**src/rtl/timing.sv**
```systemverilog
// Start/halt controlled 32-bit timer with one-shot and periodic (auto-reload) modes.
// Triggers act on rising edges only; all outputs come straight from registers.
module timing (
    input  logic        clk,
    input  logic        reset,
    input  logic        ro_trig_start,
    input  logic        ro_trig_halt,
    input  logic        ro_mode,
    input  logic [31:0] ro_termcount,
    output logic        rf_status,
    output logic [31:0] rf_currcount,
    output logic        rf_int
);

    logic        start_prev_r;
    logic        halt_prev_r;
    logic        mode_r;
    logic [31:0] term_r;
    logic [31:0] count_r;
    logic        status_r;
    logic        int_r;

    logic        start_edge_s;
    logic        halt_edge_s;
    logic        terminal_s;
    logic        mode_next_s;
    logic [31:0] term_next_s;
    logic [31:0] count_next_s;
    logic        status_next_s;
    logic        int_next_s;

    // Edge detection and next-state selection; halt outranks start.
    always_comb begin
        start_edge_s  = ro_trig_start & ~start_prev_r;
        halt_edge_s   = ro_trig_halt & ~halt_prev_r;
        terminal_s    = (count_r == term_r);
        mode_next_s   = mode_r;
        term_next_s   = term_r;
        count_next_s  = count_r;
        status_next_s = status_r;
        int_next_s    = 1'b0;

        if (halt_edge_s) begin
            status_next_s = 1'b0;
        end else if (start_edge_s) begin
            mode_next_s   = ro_mode;
            term_next_s   = ro_termcount;
            count_next_s  = 32'd0;
            status_next_s = 1'b1;
        end else if (status_r) begin
            if (terminal_s) begin
                int_next_s = 1'b1;
                if (mode_r) begin
                    count_next_s = 32'd0;
                end else begin
                    status_next_s = 1'b0;
                end
            end else begin
                count_next_s = count_r + 32'd1;
            end
        end else begin
            count_next_s = count_r;
        end
    end

    // State and output registers.
    always_ff @(posedge clk or negedge reset) begin
        if (!reset) begin
            start_prev_r <= 1'b0;
            halt_prev_r  <= 1'b0;
            mode_r       <= 1'b0;
            term_r       <= 32'd0;
            count_r      <= 32'd0;
            status_r     <= 1'b0;
            int_r        <= 1'b0;
        end else begin
            start_prev_r <= ro_trig_start;
            halt_prev_r  <= ro_trig_halt;
            mode_r       <= mode_next_s;
            term_r       <= term_next_s;
            count_r      <= count_next_s;
            status_r     <= status_next_s;
            int_r        <= int_next_s;
        end
    end

    assign rf_status    = status_r;
    assign rf_currcount = count_r;
    assign rf_int       = int_r;

endmodule

```
**config.mk**
```make
export PLATFORM = sky130hd
export DESIGN_NAME = timing
export DESIGN_NICKNAME = d
export VERILOG_FILES = /design/src/rtl/timing.sv
export SDC_FILE = /design/constraint.sdc
export NUM_CORES = 1
export LEC_CHECK = 0
export CAP_MARGIN = 20
export CORE_AREA = 2 2 77 97
export CTS_CLUSTER_DIAMETER = 200
export DETAILED_ROUTE_END_ITERATION = 8
export DIE_AREA = 0 0 79 99
export PLACE_DENSITY = 0.8
export REMOVE_ABC_BUFFERS = 1
export SYNTH_ARGS = -nofsm -noshare
export SYNTH_HDL_FRONTEND = slang
export SYNTH_SLANG_ARGS = --single-unit
```
**constraint.sdc**
```tcl
create_clock -name clk -period 4.9 [get_ports clk]
set_input_delay 0.735 -clock clk [delete_from_list [all_inputs] [get_ports clk]]
set_output_delay 0.735 -clock clk [all_outputs]
set_load 0.05 [all_outputs]
```
==> flow_summary.ini <==
[synthesis]
syn_area_um2 = 3550
synth_cell_type_count = 36
async_flop_share_pct = 100
synth_seq_cells = 69
yosysSeqAreaShare_pct = 48.6
yosysWarnings = 0
postSynthCellCount = 351
avgSynthCellArea_um2 = 10.1
synth-edff-count = 0
synth_top_flop_cell = dfrtp_1

[timing]
setup_viol = 0
fin_crit_sh_pct = 56.5
slew_viol_final = 0
rsz0062_at_grt = false
max_freq_mhz = 361
finalClockSkew_ns = 0.0115
finalHoldViolations = 0
fin_crit_ns = 2.77
slew_headroom_pct = 42.7
worst_pin_slew_ns = 0.860
tns_ns = 0
hold_ws_ns = 0.489

[floorplanning]
floorplan.io_pins = 71
die_w_um = 79
initial_core_util_pct = 51.6
coreArea_um2 = 6890
die_h_um = 99
rows = 34
die-area_um2 = 7820

[cts]
ctsHtreeMaxLevel = 3
cts_repair_resize_count = 0
numClockSinks = 69
clock_latency_ns = 0.35
ctsHoldBuffers = 0
post-cts-setup-buffers = 0
numCtsBuffers = 9
clk_pin_slew_ns = 0.07
cts_buffer_depth = 2
root_buffer = clkbuf_8
cts_tree = done

[final_layout]
fin_nets = 454
utilization_pct = 65.3
layout-drive-gt1-share_pct = 14.0
final_cell_mix = 69 x dfrtp_1, 69 x clkdlybuf4s50_1, 38 x nand2_1, 36 x nand3_1, 33 x mux2_2
antenna_cells = 0
seqCellArea_um2 = 1730
final_cells = 510
nFillCells = 593
design_area_um2 = 4500
syn2layout_area_growth_pct = 26.5
multi_input_area_um2 = 1710

[route]
drt_iter0_drc = 297
route.detailed.wl_per_inst_um = 16.8
firstDrtPassIters = 4
vias = 2953
ant_nets = 0
wl_um = 8550
post-route-drc-count = 0
via_per_inst = 5.79

[global_routing]
antenna_found_initial = 0
grt_usage_pct = 23.6
grt_pass1_vias = 2927
grt.overflow.total = 0
grt_max_degree = 39
grt_pass1_wl_um = 14200

[worst_setup_path]
rrSetupSlack_ns = 2.13
start_kind = flip-flop
cp_slowest_stage_delay_ns = 0.77
crit_path_cell_trace = ha_1, nand4_1, nor4_1, nand4_1, or2_0, or3_1, nand3_1
required_ns = 5.19
r2r_end = rf_currcount[18]
startpoint = rf_currcount[1]
worst-path-stages = 7
crit_end = rf_currcount[18]
rr_startpoint = rf_currcount[1]
end_kind = flip-flop
path_class = flip-flop to flip-flop
cpLargestDelayFamily = simple AND/OR/NAND/NOR gates
cp_common_cell = nand4_1
worst-path-buf-inv = 0
critPathSlowestCell = nor4_1
crit_arrival_ns = 3.06
crit_path_max_fanout = 6
reg2regPathDepth = 7

[power]
power.density_nw_per_um2 = 312
peakVddDrop_mv = 0.186
p_leak_nw = 1.72

[placed_design]
numPortBuffers = 70
postPlaceCellArea_um2 = 4320
dpl.hpwl_um = 6110
place.gp.congestion = 0.846
dpl.cell_count = 495

[flow_run]
cap_violations = 0

[run_status]
outcome = completed

[worst_hold_path]
min_path_type = input pin to asynchronous set/reset pin
==> per-stage QoR <==
step                      power, mW  worst slack (ns)
after floorplan               0.873              2.32
after global placement        0.983              2.04
after detailed placement      0.995              2.01
after CTS                      1.42              2.19
after global routing           1.47              1.96
final                          1.40              2.13
==> cells in the mapped netlist (2+ instances only) <==
library cell / n / area (µm²)
and3_1: 4 / 25.0
nor3_2: 2 / 20.0
a21oi_1: 12 / 60.1
dfrtp_1: 69 / 1730
or4_1: 10 / 75.1
nand4_2: 2 / 25.0
inv_1: 10 / 37.5
o21ai_1: 15 / 75.1
xnor2_1: 32 / 280
buf_2: 7 / 35.0
mux2_2: 33 / 372
nand2_1: 38 / 143
a211oi_1: 2 / 15.0
nor3b_1: 2 / 15.0
a32oi_1: 2 / 17.5
nor4_2: 2 / 25.0
nand2b_1: 2 / 12.5
nor2_1: 9 / 33.8
or3_1: 11 / 68.8
o211ai_1: 9 / 67.6
o311ai_1: 2 / 17.5
clkbuf_1: 13 / 48.8
nand3_1: 36 / 180
nand4_1: 15 / 93.8
==> how the worst min path moves through the flow <==
stage	cells after the start	from	slack [ns]	to
after floorplan	0	reset	0.44	halt_prev_r
after global placement	1	term_r[12]	0.51	term_r[12]
after detailed placement	1	term_r[14]	0.52	term_r[14]
after CTS	1	reset	0.52	rf_currcount[30]
after global routing	1	term_r[3]	0.55	term_r[3]
final	1	reset	0.49	halt_prev_r
==> metal layers <==
| layer | up-vias | track usage [%] | routed length [µm] | part of all wire, % |
|---|---|---|---|---|
| met5 | - | 0 | 0 | 0 |
| met4 | 0 | 13.9 | 307 | 3.6 |
| met3 | 27 | 5.77 | 472 | 5.5 |
| met2 | 105 | 37.6 | 4280 | 50 |
| met1 | 1427 | 28.9 | 3490 | 41 |
| li1 | 1394 | - | - | - |
==> where the power goes <==
| group | total [mW] | internal, mW | switching, mW | leakage [nW] |
|---|---|---|---|---|
| Clock | 0.424 | 0.222 | 0.202 | 0.0926 |
| Sequential | 0.690 | 0.632 | 0.0583 | 0.881 |
| Combinational | 0.291 | 0.143 | 0.148 | 0.745 |
| Total | 1.40 | 0.997 | 0.408 | 1.72 |
==> state kept, by name, indices dropped and copies added (netlist names) <==
register	count
start_prev_r	1
mode_r	1
halt_prev_r	1
rf_status	1
rf_int	1
rf_currcount	32
term_r	32
==> logic make-up (layout without fill, tap and decap cells) <==
| kind of cell | count (synthesis) | in the layout | synth area share, % |
|---|---|---|---|
| mux | 33 | 33 | 10.5 |
| buf+inv | 31 | 100 | 3.52 |
| xor+xnor | 32 | 32 | 7.89 |
| simple gates | 139 | 139 | 21.2 |
| fa+ha+maj | 1 | 1 | 0.352 |
| flops | 69 | 69 | 48.6 |
| compound gates | 46 | 46 | 7.96 |
==> cell type report <==
cell class / count / share of cell area [%]
multi-input cells: 251 / 37.9
inverters: 11 / 0.918
clock buffers: 14 / 3.84
flip-flops and latches: 69 / 38.4
clock inverters: 1 / 0.111
repair buffers: 74 / 16.3
well taps: 90 / 2.50
==> worst reg2reg max path, delay by kind of cell, from the launching register on <==
family / cells / cell delay [ns]
adder cells (fa/ha/maj): 1 / 0.29
AND/OR/NAND/NOR: 6 / 1.96
flip-flops: 1 / 0.47
(Power assumes the default switching activity.)
